**config.mk**
```make
export PLATFORM = sky130hd
export DESIGN_NAME = glb_feeder_flat
export DESIGN_NICKNAME = d
export VERILOG_FILES = /design/src/rtl/glb_feeder_pkg.sv /design/src/rtl/glb_feeder_if.sv /design/src/rtl/feeder_tag_counter.sv /design/src/rtl/glb_feeder.sv /design/src/flat_wrapper.sv
export SDC_FILE = /design/constraint.sdc
export NUM_CORES = 1
export LEC_CHECK = 0
export ABC_AREA = 1
export BUFFER_PORTS_ARGS = -buffer_cell sky130_fd_sc_hd__buf_2
export CORE_MARGIN = 5
export CORE_UTILIZATION = 30
export DETAILED_ROUTE_END_ITERATION = 10
export PLACE_DENSITY_LB_ADDON = 0.12
export SLEW_MARGIN = 10
export SYNTH_ARGS = -nofsm -noshare
export SYNTH_HDL_FRONTEND = slang
export SYNTH_SLANG_ARGS = --single-unit
```
**constraint.sdc**
```tcl
create_clock -name clk -period 5.3 [get_ports clk]
set_clock_uncertainty 0.05 [all_clocks]
set_input_delay 1.06 -clock clk [delete_from_list [all_inputs] [get_ports clk]]
set_output_delay 1.06 -clock clk [all_outputs]
set_load 0.02 [all_outputs]
```
**src/rtl/glb_feeder_pkg.sv**
```systemverilog
// Shared definitions for the GLB feeder.
//   state_t          : FSM state encoding
//   DATA_LSB         : bit offset of the data word inside a GIN packet
//   col_lsb/row_lsb  : bit offsets of the col and row tags (row tag in MSBs)
package glb_feeder_pkg;

   typedef enum logic [2:0] {
      ST_IDLE    = 3'd0,
      ST_READ    = 3'd1,
      ST_CAPTURE = 3'd2,
      ST_SEND    = 3'd3,
      ST_DONE    = 3'd4
   } state_t;

   localparam int DATA_LSB = 0;

   function automatic int col_lsb(input int bitwidth);
      return bitwidth;
   endfunction

   function automatic int row_lsb(input int bitwidth, input int tag_length);
      return bitwidth + tag_length;
   endfunction

endpackage

```
**src/rtl/glb_feeder_if.sv**
```systemverilog
// Bundle of the feeder's control, GLB read port and GIN packet port.
//   master : the feeder side (drives status, GLB controls, GIN packet)
//   slave  : the environment side (drives start/config, GLB data, GIN ready)
interface glb_feeder_if #(
   parameter int BITWIDTH        = 16,
   parameter int TAG_LENGTH      = 4,
   parameter int GLB_ADDR_LENGTH = 3,
   parameter int PACKET_LENGTH   = 2*TAG_LENGTH + BITWIDTH
);
   logic                       start;
   logic [GLB_ADDR_LENGTH-1:0] cfg_base_addr;
   logic [TAG_LENGTH-1:0]      cfg_num_rows;
   logic [TAG_LENGTH-1:0]      cfg_num_cols;
   logic                       busy;
   logic                       done;
   logic [GLB_ADDR_LENGTH-1:0] glb_addr;
   logic [BITWIDTH-1:0]        glb_rdata;
   logic                       glb_cs;
   logic                       glb_we;
   logic                       glb_oe;
   logic                       gin_enable;
   logic                       gin_ready;
   logic [PACKET_LENGTH-1:0]   data_packet;

   modport master (
      input  start, cfg_base_addr, cfg_num_rows, cfg_num_cols, glb_rdata, gin_ready,
      output busy, done, glb_addr, glb_cs, glb_we, glb_oe, gin_enable, data_packet
   );

   modport slave (
      output start, cfg_base_addr, cfg_num_rows, cfg_num_cols, glb_rdata, gin_ready,
      input  busy, done, glb_addr, glb_cs, glb_we, glb_oe, gin_enable, data_packet
   );
endinterface

```
**src/rtl/feeder_tag_counter.sv**
```systemverilog
// Row/col tag counter. Col advances on inc and wraps at num_cols-1, carrying
// into row. last flags the final element of a num_rows x num_cols walk.
//   clk, rst (sync, active high), clear (return to 0,0), inc (advance)
//   num_rows, num_cols : held transfer geometry
//   row, col, last     : current tags and final-element flag
module feeder_tag_counter #(
   parameter int W = 4
) (
   input  logic         clk,
   input  logic         rst,
   input  logic         clear,
   input  logic         inc,
   input  logic [W-1:0] num_rows,
   input  logic [W-1:0] num_cols,
   output logic [W-1:0] row,
   output logic [W-1:0] col,
   output logic         last
);
   localparam logic [W-1:0] ONE = W'(1);

   logic col_wrap;

   assign col_wrap = (col == num_cols - ONE);
   assign last     = (row == num_rows - ONE) && col_wrap;

   always_ff @(posedge clk) begin
      if (rst || clear) begin
         row <= '0;
         col <= '0;
      end else if (inc) begin
         if (col_wrap) begin
            col <= '0;
            row <= row + ONE;
         end else begin
            col <= col + ONE;
         end
      end
   end
endmodule

```
**src/rtl/glb_feeder.sv**
```systemverilog
// GLB feeder: walks num_rows x num_cols words of the GLB starting at a base
// address and forwards each as a {row_tag, col_tag, data} packet to GIN.
//   clk, rstb (sync, active high)
//   bus : glb_feeder_if master (start/config, busy/done, GLB read, GIN send)
//
//   state   | meaning
//   IDLE    | waiting for start
//   READ    | GLB read of current address
//   CAPTURE | GLB data returns, latched with tags into the packet
//   SEND    | packet offered to GIN until accepted
//   DONE    | one-cycle completion pulse
module glb_feeder
   import glb_feeder_pkg::*;
#(
   parameter int BITWIDTH        = 16,
   parameter int TAG_LENGTH      = 4,
   parameter int GLB_ADDR_LENGTH = 3,
   parameter int PACKET_LENGTH   = 2*TAG_LENGTH + BITWIDTH
) (
   input logic          clk,
   input logic          rstb,
   glb_feeder_if.master bus
);
   localparam int COL_LSB = col_lsb(BITWIDTH);
   localparam int ROW_LSB = row_lsb(BITWIDTH, TAG_LENGTH);

   state_t                     state, state_nx;
   logic [TAG_LENGTH-1:0]      rows_q, cols_q, row, col;
   logic [GLB_ADDR_LENGTH-1:0] addr_q;
   logic [PACKET_LENGTH-1:0]   pkt_q, pkt_nx;
   logic                       start_ok, handshake, last, tag_inc;

   feeder_tag_counter #(.W(TAG_LENGTH)) u_tag_counter (
      .clk      (clk),
      .rst      (rstb),
      .clear    (start_ok),
      .inc      (tag_inc),
      .num_rows (rows_q),
      .num_cols (cols_q),
      .row      (row),
      .col      (col),
      .last     (last)
   );

   assign tag_inc = handshake && !last;

   always_comb begin
      pkt_nx = '0;
      pkt_nx[ROW_LSB +: TAG_LENGTH] = row;
      pkt_nx[COL_LSB +: TAG_LENGTH] = col;
      pkt_nx[DATA_LSB +: BITWIDTH]  = bus.glb_rdata;
   end

   always_ff @(posedge clk) begin
      if (rstb) begin
         state  <= ST_IDLE;
         rows_q <= '0;
         cols_q <= '0;
         addr_q <= '0;
         pkt_q  <= '0;
      end else begin
         state <= state_nx;
         if (start_ok) begin
            rows_q <= bus.cfg_num_rows;
            cols_q <= bus.cfg_num_cols;
            addr_q <= bus.cfg_base_addr;
         end else if (tag_inc) begin
            addr_q <= addr_q + 1'b1;
         end
         if (state == ST_CAPTURE) begin
            pkt_q <= pkt_nx;
         end
      end
   end

   always_comb begin
      state_nx        = state;
      start_ok        = 1'b0;
      handshake       = 1'b0;
      bus.busy        = (state != ST_IDLE);
      bus.done        = 1'b0;
      bus.glb_cs      = 1'b0;
      bus.glb_oe      = 1'b0;
      bus.glb_we      = 1'b0;
      bus.gin_enable  = 1'b0;
      bus.glb_addr    = addr_q;
      bus.data_packet = pkt_q;
      case (state)
         ST_IDLE: begin
            if (bus.start) begin
               start_ok = 1'b1;
               // an empty geometry completes immediately without touching GLB
               if (bus.cfg_num_rows == '0 || bus.cfg_num_cols == '0) begin
                  state_nx = ST_DONE;
               end else begin
                  state_nx = ST_READ;
               end
            end
         end
         ST_READ: begin
            bus.glb_cs = 1'b1;
            bus.glb_oe = 1'b1;
            state_nx   = ST_CAPTURE;
         end
         ST_CAPTURE: begin
            state_nx = ST_SEND;
         end
         ST_SEND: begin
            bus.gin_enable = 1'b1;
            if (bus.gin_ready) begin
               handshake = 1'b1;
               state_nx  = last ? ST_DONE : ST_READ;
            end
         end
         ST_DONE: begin
            bus.done = 1'b1;
            state_nx = ST_IDLE;
         end
         default: state_nx = ST_IDLE;
      endcase
   end
endmodule
```
**src/flat_wrapper.sv**
```systemverilog
// flat-port wrapper written by rule: the top's interface ports become plain ports
module glb_feeder_flat import glb_feeder_pkg::*;
#(
   parameter int BITWIDTH        = 16,
   parameter int TAG_LENGTH      = 4,
   parameter int GLB_ADDR_LENGTH = 3,
   parameter int PACKET_LENGTH   = 2*TAG_LENGTH + BITWIDTH
)
  (clk, rstb, bus_start, bus_cfg_base_addr, bus_cfg_num_rows, bus_cfg_num_cols, bus_glb_rdata, bus_gin_ready, bus_busy, bus_done, bus_glb_addr, bus_glb_cs, bus_glb_we, bus_glb_oe, bus_gin_enable, bus_data_packet);
  glb_feeder_if #(.BITWIDTH(BITWIDTH), .TAG_LENGTH(TAG_LENGTH), .GLB_ADDR_LENGTH(GLB_ADDR_LENGTH), .PACKET_LENGTH(PACKET_LENGTH)) bus_i ();
  input logic clk;
  input logic rstb;
  input wire logic [$bits(bus_i.start)-1:0] bus_start;
  input wire logic [$bits(bus_i.cfg_base_addr)-1:0] bus_cfg_base_addr;
  input wire logic [$bits(bus_i.cfg_num_rows)-1:0] bus_cfg_num_rows;
  input wire logic [$bits(bus_i.cfg_num_cols)-1:0] bus_cfg_num_cols;
  input wire logic [$bits(bus_i.glb_rdata)-1:0] bus_glb_rdata;
  input wire logic [$bits(bus_i.gin_ready)-1:0] bus_gin_ready;
  output wire logic [$bits(bus_i.busy)-1:0] bus_busy;
  output wire logic [$bits(bus_i.done)-1:0] bus_done;
  output wire logic [$bits(bus_i.glb_addr)-1:0] bus_glb_addr;
  output wire logic [$bits(bus_i.glb_cs)-1:0] bus_glb_cs;
  output wire logic [$bits(bus_i.glb_we)-1:0] bus_glb_we;
  output wire logic [$bits(bus_i.glb_oe)-1:0] bus_glb_oe;
  output wire logic [$bits(bus_i.gin_enable)-1:0] bus_gin_enable;
  output wire logic [$bits(bus_i.data_packet)-1:0] bus_data_packet;
  assign bus_i.start = bus_start;
  assign bus_i.cfg_base_addr = bus_cfg_base_addr;
  assign bus_i.cfg_num_rows = bus_cfg_num_rows;
  assign bus_i.cfg_num_cols = bus_cfg_num_cols;
  assign bus_i.glb_rdata = bus_glb_rdata;
  assign bus_i.gin_ready = bus_gin_ready;
  assign bus_busy = bus_i.busy;
  assign bus_done = bus_i.done;
  assign bus_glb_addr = bus_i.glb_addr;
  assign bus_glb_cs = bus_i.glb_cs;
  assign bus_glb_we = bus_i.glb_we;
  assign bus_glb_oe = bus_i.glb_oe;
  assign bus_gin_enable = bus_i.gin_enable;
  assign bus_data_packet = bus_i.data_packet;
  glb_feeder #(.BITWIDTH(BITWIDTH), .TAG_LENGTH(TAG_LENGTH), .GLB_ADDR_LENGTH(GLB_ADDR_LENGTH), .PACKET_LENGTH(PACKET_LENGTH)) u_core (.clk(clk), .rstb(rstb), .bus(bus_i));
endmodule
```
### Yosys cells after proc, flatten, opt, wreduce, memory -nomap -nowiden

Cells that the tools add are included.

* bits in registers: 46
* bits of input ports: 31
* output and inout port bits: 33
* logic and storage cells: 47

* add/subtract/negate cells: 5
* equality and inequality tests: 8
* muxes and demuxes: 15
* reduce and logical (&&, ||, !) cells: 12

Operator list (count)
* $mux 3: 6
* $pmux 3 s4: 1
* $add 4x1->4 const B: 2
* $eq 4x4->1: 2
* $logic_not 4->1: 2
* $sub 4x1->4 const B: 2
* $mux 1: 7
* $eq 3x2->1 const B: 2
* $mux 4: 1
* $ne 2x2->1 const B: 2
* $reduce_and 2->1: 2
* $add 3x1->3 const B: 1
* $eq 3x1->1 const B: 1
* $eq 3x3->1 const B: 1
* $logic_not 3->1: 1
* $reduce_bool 3->1: 1
* $logic_and 1x1->1: 2
* $logic_or 1x1->1: 2
* $reduce_bool 2->1: 1
* $logic_not 1->1: 1

### Logic depth before layout (Yosys ltp)

Gate-level depths: netlist (run 1).

* word-level depth: 7
* depth in mapped cells: 13

### By module

A second synthesis (run 1) with hierarchy kept.

* cells, all modules: 298
* area, all modules: 2177.1 µm²

Modules (own cells, without submodules)
* glb_feeder: times used 1, cells an instance 210, area each 1551.5 µm²
* feeder_tag_counter: times used 1, cells an instance 88, area each 625.6 µm²

### Worst setup path before layout (run 1)

No wires, ideal clock.

* path kind: reg2out
* start: register u_core.state[0]
* end: output port bus_glb_oe
* data arrival time: 1232 ps
* data required time: 4190 ps
* path slack: 2958 ps
* stages on the path, launching flop included: 4
* path buffers: 1
* cells stage by stage: dfxtp_1 inv_2 nor3_1 buf_4

* cells in the longest elaborated chain, start to end: 2

RTL lines
* start: declaration: line glb_feeder.sv:27 `state_t state, state_nx;`
* start signal: assignment: line glb_feeder.sv:62 `state <= state_nx;`
* $eq 3x1->1
* $mux 1
* end: declaration: line flat_wrapper.sv:24 `output wire logic [$bits(bus_i.glb_oe)-1:0] bus_glb_oe;`

Every way passes these cells.

### Final worst setup path (run 1)

* start: register u_core.state[0]
* end: output port bus_glb_cs

* cells in the longest elaborated chain, start to end: 2

RTL lines
* $eq 3x1->1: line glb_feeder.sv:88 `case (state)`
* $mux 1: line glb_feeder.sv:88
* end: declaration: line flat_wrapper.sv:22 `output wire logic [$bits(bus_i.glb_cs)-1:0] bus_glb_cs;`

Every way passes these cells.

==> results.cfg, run 1 <==
[outcome]
status = completed

[drt]
vias_per_cell = 4.393
drc = 0
vias = 2003
wirelength_um = 5331
wl_per_cell_um = 11.69
ant_nets = 0
first_iter_violations = 81
first_pass_iters = 4

[synth]
ys_warn_count = 0
ys_ff_latch = 46
ys_seq_area_share_pct = 42.11
yosys.cell_types.count = 29
syn_inst = 298
avgSynthCellArea_um2 = 7.339
syn_area_mm2 = 0.002187
syn-num-nets = 334

[pwr]
ir_worst_vdd_uv = 234.4
leakagePower_nw = 1.272
power_mw = 1.170
p_per_area_mw_per_mm2 = 437.0

[clocking]
postCtsResizedCells = 0
postCtsSetupBuffers = 0
cts_tree = built
numCtsBuffers = 5
h-tree-depth = 2
clock_path_buffers = 2
cts_num_sinks = 46
clk_pin_slew_worst_paths_ns = 0.09
ctsRootBufferMaster = clkbuf_8
cts_hold_buffers = 0
clock_latency_ns = 0.29

[cells_and_area]
final_net_count = 392
drive_gt1_share_pct = 24.09
multi_input_area_mm2 = 0.001095
final_common_cell = buf_2
fillCellCount = 792
area_delta_synth_final_pct = 22.37
diodes = 0
final-seq-area_um2 = 920.9
mostFrequentLayoutCells = buf_2 (62), nand2_1 (56), dfxtp_1 (46)

[timing]
setup_violations = 0
finalMaxSlewViolations = 0
slew-limit-headroom_pct = 39.74
max_freq_mhz = 425.0
fin_crit_ns = 2.353
finalSetupTns_ns = 0
fin_crit_sh_pct = 44.40
worst_pin_slew_ns = 0.9029
hold_viol = 0
holdWs_ns = 0.4254
timing.final.ws_setup_ns = 2.947
rsz0062_at_grt = false

[worst_setup_path]
r2r_end = u_core.bus.data_packet[21]$_SDFFE_PP0N_
crit_fanout = 3
crit_path_end = bus_glb_cs
critPathTopFamily = flip-flops
crit_required_ns = 4.19
critPathBufInv = 2
crit_type = reg2out
critPathLaunch = u_core.state[0]$_SDFFE_PP0P_
critical_path_depth = 3
cpMaxStageDelayCell = dfxtp_1
critical_path.max_stage_delay_ns = 0.39
r2r_cells = 5
arrival_ns = 1.24
reg2reg_from = u_core.state[2]$_SDFFE_PP0P_
worstPathCellList = inv_2 -> nor3_1 -> buf_2
end_kind = output pin
r2r_slack_ns = 3.08
critPathLaunchType = flip-flop

[global_routing]
grt_pass1_wl_um = 8514
antenna_found_initial = 0
grt_pass1_vias = 1853
grt_max_degree = 35
grt.total_usage_pct = 11.80
grt_overflow = 0

[placed_design]
dp_slack_ns = 2.763
gp_congestion = 0.8496
place_hpwl_um = 3922
io_buffers = 62

[job]
cap_viol_max_count = 0

[worst_hold_path]
worstHoldStart = u_core.cols_q[3]$_SDFFE_PP0P_
hold_class = reg2reg

[floorplan]
die_w_um = 95.39
rows = 31
dieHeight_um = 95.39
die_area_mm2 = 0.009098
start_util_pct = 30.48
core_area_mm2 = 0.007176
io-pin-count = 64
-- logic make-up after synthesis --
kind of cell    after synthesis  share of synthesized area [%]
compound gates               63                          14.47
other cells                   1                         0.1715
buf+inv                      42                          7.837
fa+ha+maj                     5                          2.860
xor+xnor                      8                          3.204
flops                        46                          42.11
mux                           3                          1.487
simple gates                130                          27.86
-- final cells by class --
| cell class | count | area share [%] |
|---|---|---|
| flip-flops and latches | 46 | 34.41 |
| clock buffers | 6 | 2.712 |
| inverters | 31 | 4.348 |
| well taps | 99 | 4.628 |
| multi-input cells | 210 | 40.91 |
| clock inverters | 2 | 1.403 |
| repair buffers | 62 | 11.59 |
-- routing by layer --
layer | share of wire [%] | vias to the layer above | GRT usage [%]
li1 | - | 1073 | -
met1 | 49 | 877 | 16.51
met2 | 45 | 49 | 17.78
met3 | 5.2 | 4 | 3.078
met4 | 0.75 | 0 | 3.555
met5 | 0 | - | 0
-- state kept, by name, summed over array words and instances, names as in the netlist --
register,cells
u_core.u_tag_counter.row,4
u_core.u_tag_counter.col,4
u_core.state,3
u_core.rows_q,4
u_core.cols_q,4
u_core.bus.data_packet,24
u_core.bus.glb_addr,3
-- Yosys cell counts --
cell | number | area (um^2)
nand2_1 | 56 | 210.2
buf_2 | 5 | 25.02
xor2_1 | 7 | 61.31
mux2_2 | 2 | 22.52
nor2_1 | 45 | 168.9
clkbuf_1 | 4 | 15.01
ha_1 | 5 | 62.56
nor3b_1 | 1 | 7.510
nor2_8 | 1 | 20.02
nor2_4 | 1 | 11.26
o21ai_0 | 35 | 175.2
nor3_1 | 1 | 5.000
nor3_4 | 1 | 16.27
a21oi_1 | 26 | 130.1
o21ai_1 | 1 | 5.000
nand2_8 | 1 | 20.02
dfxtp_1 | 46 | 920.9
a31oi_1 | 1 | 6.260
nand3_2 | 4 | 40.04
inv_1 | 27 | 101.4
nor2_2 | 2 | 12.51
nand4_1 | 5 | 31.28
nand2_4 | 1 | 11.26
nand3_1 | 11 | 55.05
inv_2 | 4 | 15.01
xnor2_1 | 1 | 8.760
buf_4 | 2 | 15.01
conb_1 | 1 | 3.750
mux2i_1 | 1 | 10.01
-- worst min-delay path by stage --
stage	to	slack, ns	depth (start not counted)
6_report	u_core.cols_q[3]$_SDFFE_PP0P_	0.43	2
5_1_grt	u_core.cols_q[3]$_SDFFE_PP0P_	0.44	2
4_1_cts	u_core.cols_q[3]$_SDFFE_PP0P_	0.43	2
3_5_place_dp	u_core.cols_q[3]$_SDFFE_PP0P_	0.42	2
3_3_place_gp	u_core.bus.data_packet[9]$_SDFFE_PP0N_	0.41	2
2_1_floorplan	u_core.cols_q[3]$_SDFFE_PP0P_	0.39	2
-- through the flow --
step | area, um^2 | instances | utilization (%)
5_1_grt | 2676 | 456 | 37.30
3_5_place_dp | 2566 | 448 | 35.76
6_report | 2676 | 456 | 37.30
3_3_place_gp | 2566 | 448 | 35.76
2_1_floorplan | 2187 | 298 | -
4_1_cts | 2676 | 456 | 37.30
-- worst reg2reg max path, delay by kind of cell, from the launching register on --
kind,cells,cell delay (ns)
DFF,1,0.38
and+or+nand+nor,2,0.55
buffers and inverters,1,0.81
AOI/OAI and AO/OA,2,0.35
-- report_power, final --
group          internal [mW]  total [mW]  leakage (nW)  switching [mW]
combinational          0.151       0.445         0.844           0.294
sequential             0.420       0.463         0.376          0.0428
clock                  0.141       0.262        0.0514           0.121
total                  0.711        1.17          1.27           0.458
(Power assumes the default switching activity.)
==> run 2, diff against run 1 <==
--- a/config.mk
+++ b/config.mk
@@ -5,7 +5,7 @@
 export SDC_FILE = /design/constraint.sdc
 export NUM_CORES = 1
 export LEC_CHECK = 0
-export ABC_AREA = 1
+export ABC_AREA = 0
 export BUFFER_PORTS_ARGS = -buffer_cell sky130_fd_sc_hd__buf_2
 export CORE_MARGIN = 5
 export CORE_UTILIZATION = 30
==> constraint.sdc (replaced) <==
create_clock -name clk -period 2.4 [get_ports clk]
set_clock_uncertainty 0.05 [all_clocks]
set_input_delay 0.48 -clock clk [delete_from_list [all_inputs] [get_ports clk]]
set_output_delay 0.48 -clock clk [all_outputs]
set_load 0.02 [all_outputs]
==> run 2 against run 1 <==
Net effect:
- final cell count fell by 9.6%
- clock power rose by 120%
- via count fell by 5.2%
- sequential power rose by 79%
- wire length fell by 4.5%
- global-route usage barely moved
- combinational power fell by 36%
- critical path depth rose by 4
- total power rose by 45%
- worst setup slack got worse by 2.6 ns
- die area fell by 2.7%
- critical endpoint is now u_core.u_tag_counter.row[3]$_SDFFE_PP0P_
- sequential share of layout area rose by 0.74 points
==> results.cfg, run 2 <==
[outcome]
status = completed

[timing]
rsz0062_at_grt = false
holdWs_ns = 0.3587
setup_violations = 0
fin_crit_ns = 2.071
finalMaxSlewViolations = 0
slew-limit-headroom_pct = 66.31
timing.final.ws_setup_ns = 0.3286
fin_crit_sh_pct = 86.31
finalSetupTns_ns = 0
worst_pin_slew_ns = 0.5053
hold_viol = 0
max_freq_mhz = 482.8

[worst_setup_path]
critical_path.max_stage_delay_ns = 0.49
r2r_slack_ns = 0.33
r2r_cells = 7
r2r_end = u_core.u_tag_counter.row[3]$_SDFFE_PP0P_
end_kind = flip-flop
crit_fanout = 8
crit_required_ns = 2.58
critPathLaunchType = flip-flop
crit_type = reg2reg
reg2reg_from = u_core.cols_q[0]$_SDFFE_PP0P_
arrival_ns = 2.26
worstPathCellList = inv_1 -> ha_1 -> xor2_1 -> and3_1 -> o211ai_2 -> or4_1 -> a21oi_1
cpMaxStageDelayCell = or4_1

[job]
cap_viol_max_count = 0

[global_routing]
grt_pass1_wl_um = 8438
grt_overflow = 0
antenna_found_initial = 0
grt_pass1_vias = 1771
grt_max_degree = 25
grt.total_usage_pct = 11.80

[clocking]
clk_pin_slew_worst_paths_ns = 0.09
cts_hold_buffers = 0
postCtsResizedCells = 0
clock_latency_ns = 0.30
h-tree-depth = 2
cts_tree = built
clock_path_buffers = 2
ctsRootBufferMaster = clkbuf_8
numCtsBuffers = 5
cts_num_sinks = 46
postCtsSetupBuffers = 0

[synth]
syn_area_mm2 = 0.002122
yosys.area_share.simple_pct = 23.82
synth.most_common_cell = nand2_1
synth-xor-area-share_pct = 6.604
synth_ff_type = dfxtp_1
synth.area.mux_share_pct = 0
synth_top_family_by_area = simple AND/OR/NAND/NOR gates
synthTopCellsByArea = dfxtp_1 (43%), nand2_1 (12%), a21oi_1 (9.7%)
synth_fa_ha_area_share_pct = 2.948
yosys.cell_types.count = 44
synth_edf_count = 0
synth_top_area_share_pct = 43.40
avgSynthCellArea_um2 = 8.193
syn_inst = 259
synth_compound_area_share_pct = 18.04
ys_warn_count = 0
synth_commonest_cells = nand2_1 (68), dfxtp_1 (46), a21oi_1 (41)
ys_seq_area_share_pct = 43.40
ys_ff_latch = 46
yosysTopAreaCell = dfxtp_1
syn-num-nets = 295
synthArstFlopShare_pct = 0

[drt]
wl_per_cell_um = 12.36
first_iter_violations = 85
first_pass_iters = 4
wirelength_um = 5092
vias_per_cell = 4.607
drc = 0
vias = 1898
ant_nets = 0

[placed_design]
place_hpwl_um = 3812
gp_congestion = 0.7781
io_buffers = 62
dp_slack_ns = 0.3566

[pwr]
leakagePower_nw = 1.074
p_per_area_mw_per_mm2 = 649.4
ir_worst_vdd_uv = 275.6

[cells_and_area]
fillCellCount = 750
diodes = 0
drive_gt1_share_pct = 27.53
area_delta_synth_final_pct = 23.47
mostFrequentLayoutCells = nand2_1 (68), buf_2 (62), dfxtp_1 (46)
final_common_cell = nand2_1
largest_reg_flops = 24
final_net_count = 351

[floorplan]
die_area_mm2 = 0.008856
start_util_pct = 31.06
die_w_um = 94.11
io-pin-count = 64
core_area_mm2 = 0.006832
dieHeight_um = 94.11
rows = 30

[worst_hold_path]
hold_depth = 3
worstHoldStart = bus_glb_rdata[5]
min_to = u_core.bus.data_packet[5]$_SDFFE_PP0N_
hold_class = in2reg
==> run 2: changes by cell type in the layout (fill, tap and decap cells not counted), sizes merged, moves of 9 or more <==
cell | previous run | this run
inv | 31 | 8
o21ai | 36 | 11
a21oi | 26 | 41
nand2 | 58 | 68
nand3 | 15 | 6
nor2 | 49 | 4
==> run 2: where the power goes <==
group          total (mW)  leakage [nW]  switching (mW)  internal, mW
combinational       0.284         0.641           0.176         0.109
clock               0.588        0.0585           0.276         0.312
sequential          0.829         0.374          0.0302         0.798
total                1.70          1.07           0.482          1.22
==> run 2: per-stage QoR <==
stage	util, %	power [mW]	std cells	cell area [um^2]
6_report	38.35	1.701	412	2620
5_1_grt	38.35	1.797	412	2620
4_1_cts	38.35	1.734	412	2620
3_5_place_dp	36.70	1.137	404	2507
3_3_place_gp	36.70	1.136	404	2507
2_1_floorplan	-	1.045	259	2122
==> run 2: how the worst max path moves through the flow <==
stage	start	endpoint	slack, ns	cells past startpoint
after detailed placement	u_core.rows_q[0]$_SDFFE_PP0P_	u_core.u_tag_counter.col[3]$_SDFFE_PP0P_	0.36	8
after CTS	u_core.cols_q[0]$_SDFFE_PP0P_	u_core.u_tag_counter.row[3]$_SDFFE_PP0P_	0.32	7
after floorplan	u_core.cols_q[0]$_SDFFE_PP0P_	u_core.bus.glb_addr[0]$_SDFFE_PP0P_	0.42	8
after global routing	u_core.cols_q[0]$_SDFFE_PP0P_	u_core.u_tag_counter.row[3]$_SDFFE_PP0P_	0.16	7
after global placement	u_core.cols_q[0]$_SDFFE_PP0P_	u_core.u_tag_counter.row[3]$_SDFFE_PP0P_	0.39	7
final	u_core.cols_q[0]$_SDFFE_PP0P_	u_core.u_tag_counter.row[3]$_SDFFE_PP0P_	0.33	7
==> run 2: final cells by class <==
class | instances | area, um^2 | area share (%)
clock buffer | 5 | 68.82 | 2.627
inverter | 7 | 26.28 | 1.003
timing repair buffer | 66 | 340.3 | 12.99
tap | 96 | 120.1 | 4.585
multi-input combinational | 189 | 1100 | 41.98
sequential | 46 | 920.9 | 35.15
clock inverter | 3 | 43.79 | 1.671
==> run 2: routing by layer <==
| metal | up-vias | part of all wire (%) | wire length, um | GRT usage (%) |
|---|---|---|---|---|
| met5 | - | 0 | 0 | 0 |
| met1 | 845 | 48 | 2466 | 15.61 |
| li1 | 998 | - | - | - |
| met4 | 0 | 0.27 | 14 | 3.249 |
| met3 | 2 | 6.6 | 334 | 3.285 |
| met2 | 53 | 45 | 2277 | 18.75 |
==> run 2: kinds of logic (layout without fill, tap and decap cells) <==
logic type / after synthesis / after routing
buf+inv: 24 / 81
flops: 46 / 46
compound gates: 66 / 66
simple gates: 105 / 105
fa+ha+maj: 5 / 5
xor+xnor: 12 / 12
other cells: 1 / 1
==> run 2: critical path, delay by kind of cell (launching register included) <==
family          cells  cell delay [ns]
buf+inv             1             0.06
fa+ha+maj           1             0.30
flops               1             0.40
compound gates      2             0.29
simple gates        2             0.71
xor+xnor            1             0.19
==> run 3, diff against run 2 <==
--- a/config.mk
+++ b/config.mk
@@ -5,7 +5,7 @@
 export SDC_FILE = /design/constraint.sdc
 export NUM_CORES = 1
 export LEC_CHECK = 0
-export ABC_AREA = 0
+export ABC_AREA = 1
 export BUFFER_PORTS_ARGS = -buffer_cell sky130_fd_sc_hd__buf_2
 export CORE_MARGIN = 5
 export CORE_UTILIZATION = 30
==> run 3 against run 2 <==
Net effect:
- clock power is 21% lower
- core utilization is 0.97 points lower
- sequential cell count stayed put
- count of clock-buffer cells in the layout is 1 higher
- final cell count is 12% higher
- global-route usage is 0.12 points lower
- register-to-register slack better by 0.22 ns
- via count is 6.3% higher
- combinational power grew to 3.5 times the previous value
- die area is 2.7% higher
- first-iteration DRC count is 19% lower
- sequential power is 23% higher
==> results.cfg, run 3 (synthesized netlist as in run 1, its figures left out) <==
[floorplan]
die_w_um = 95.39
dieHeight_um = 95.39
rows = 31
io-pin-count = 64
core_area_mm2 = 0.007176
die_area_mm2 = 0.009098
start_util_pct = 30.48

[job]
cap_viol_max_count = 0

[worst_setup_path]
end_kind = flip-flop
reg2reg_from = u_core.cols_q[0]$_SDFFE_PP0P_
critPathLaunchType = flip-flop
crit_type = reg2reg
crit_path_end = u_core.bus.glb_addr[1]$_SDFFE_PP0P_
r2r_slack_ns = 0.55
arrival_ns = 2.00
crit_fanout = 10
r2r_cells = 13
r2r_end = u_core.bus.glb_addr[1]$_SDFFE_PP0P_
crit_required_ns = 2.54
critPathLaunch = u_core.cols_q[0]$_SDFFE_PP0P_

[pwr]
power_mw = 2.484
p_per_area_mw_per_mm2 = 925.8
leakagePower_nw = 1.284
ir_worst_vdd_uv = 490.9

[outcome]
status = completed

[placed_design]
io_buffers = 62
gp_congestion = 0.7933
place_hpwl_um = 3946
dp_slack_ns = 0.5391

[clocking]
cts_num_sinks = 46
postCtsResizedCells = 0
numCtsBuffers = 5
clk_pin_slew_worst_paths_ns = 0.09
ctsRootBufferMaster = clkbuf_8
postCtsSetupBuffers = 0
clock_path_buffers = 2
cts_hold_buffers = 0
clock_latency_ns = 0.30
cts_tree = built
h-tree-depth = 2

[timing]
setup_violations = 0
max_freq_mhz = 539.1
hold_viol = 0
holdWs_ns = 0.3757
rsz0062_at_grt = false
fin_crit_ns = 1.855
slew-limit-headroom_pct = 56.93
timing.final.ws_setup_ns = 0.5451
worst_pin_slew_ns = 0.6454
fin_crit_sh_pct = 77.29
finalMaxSlewViolations = 0
finalSetupTns_ns = 0

[drt]
wirelength_um = 5176
first_iter_violations = 69
vias_per_cell = 4.385
ant_nets = 0
first_pass_iters = 4
wl_per_cell_um = 11.25
vias = 2017
drc = 0

[cells_and_area]
fin_util_pct = 37.38
drive_gt1_share_pct = 24.93
largest_reg_flops = 24
final_net_count = 396
mostFrequentLayoutCells = buf_2 (62), nand2_1 (56), dfxtp_1 (46)
diodes = 0
fillCellCount = 777
final_common_cell = buf_2
area_delta_synth_final_pct = 22.65

[global_routing]
grt_overflow = 0
grt_pass1_wl_um = 8349
grt_max_degree = 33
grt.total_usage_pct = 11.68
grt_pass1_vias = 1878
antenna_found_initial = 0

[worst_hold_path]
hold_class = in2reg
[run 3: worst min-delay path by stage]
stage                                                      start                                      to  cells past startpoint  slack (ns)
after floorplan                    u_core.cols_q[3]$_SDFFE_PP0P_           u_core.cols_q[3]$_SDFFE_PP0P_                      2        0.39
after global placement    u_core.bus.data_packet[9]$_SDFFE_PP0N_  u_core.bus.data_packet[9]$_SDFFE_PP0N_                      2        0.41
after detailed placement           u_core.cols_q[3]$_SDFFE_PP0P_           u_core.cols_q[3]$_SDFFE_PP0P_                      2        0.41
after CTS                                       bus_glb_rdata[7]  u_core.bus.data_packet[7]$_SDFFE_PP0N_                      3        0.36
after global routing                                        rstb     u_core.bus.glb_addr[1]$_SDFFE_PP0P_                      2        0.37
final                                                       rstb     u_core.bus.glb_addr[1]$_SDFFE_PP0P_                      2        0.38
[run 3: layout make-up]
type | count | area [um^2] | area share (%)
Clock buffer | 6 | 72.57 | 2.705
Inverter | 31 | 116.4 | 4.338
Timing Repair Buffer | 66 | 340.3 | 12.69
Tap cell | 99 | 123.9 | 4.618
Sequential cell | 46 | 920.9 | 34.33
Multi-Input combinational cell | 210 | 1095 | 40.81
Clock inverter | 2 | 13.76 | 0.5131
[run 3: worst max-delay path, stage by stage, from the launching register on]
cell,delay (ns)
dfxtp_1,0.34
inv_1,0.07
ha_1,0.30
inv_1,0.04
nand2_1,0.05
nand2_1,0.05
nor2_2,0.09
nand3_2,0.11
nor2_8,0.17
nand2_4,0.14
nand2_8,0.11
nand2_1,0.08
nand2_1,0.08
a21oi_1,0.05
[run 3: power breakdown]
group,internal (mW),switching (mW)
Combinational,0.350,0.651
Sequential,0.927,0.0904
Clock,0.206,0.259
Total,1.48,1.00
[run 3: per-stage QoR]
step	cell area, um^2	cells
finish	2683	460
floorplan	2187	298
global route	2683	460
CTS	2683	460
detailed placement	2596	452
global placement	2596	452
[run 3: metal layers]
metal / global-route usage, % / share of wire [%]
met1: 15.18 / 50
met5: 0 / 0
met3: 4.025 / 5.5
met4: 3.555 / 0.89
met2: 18.25 / 44
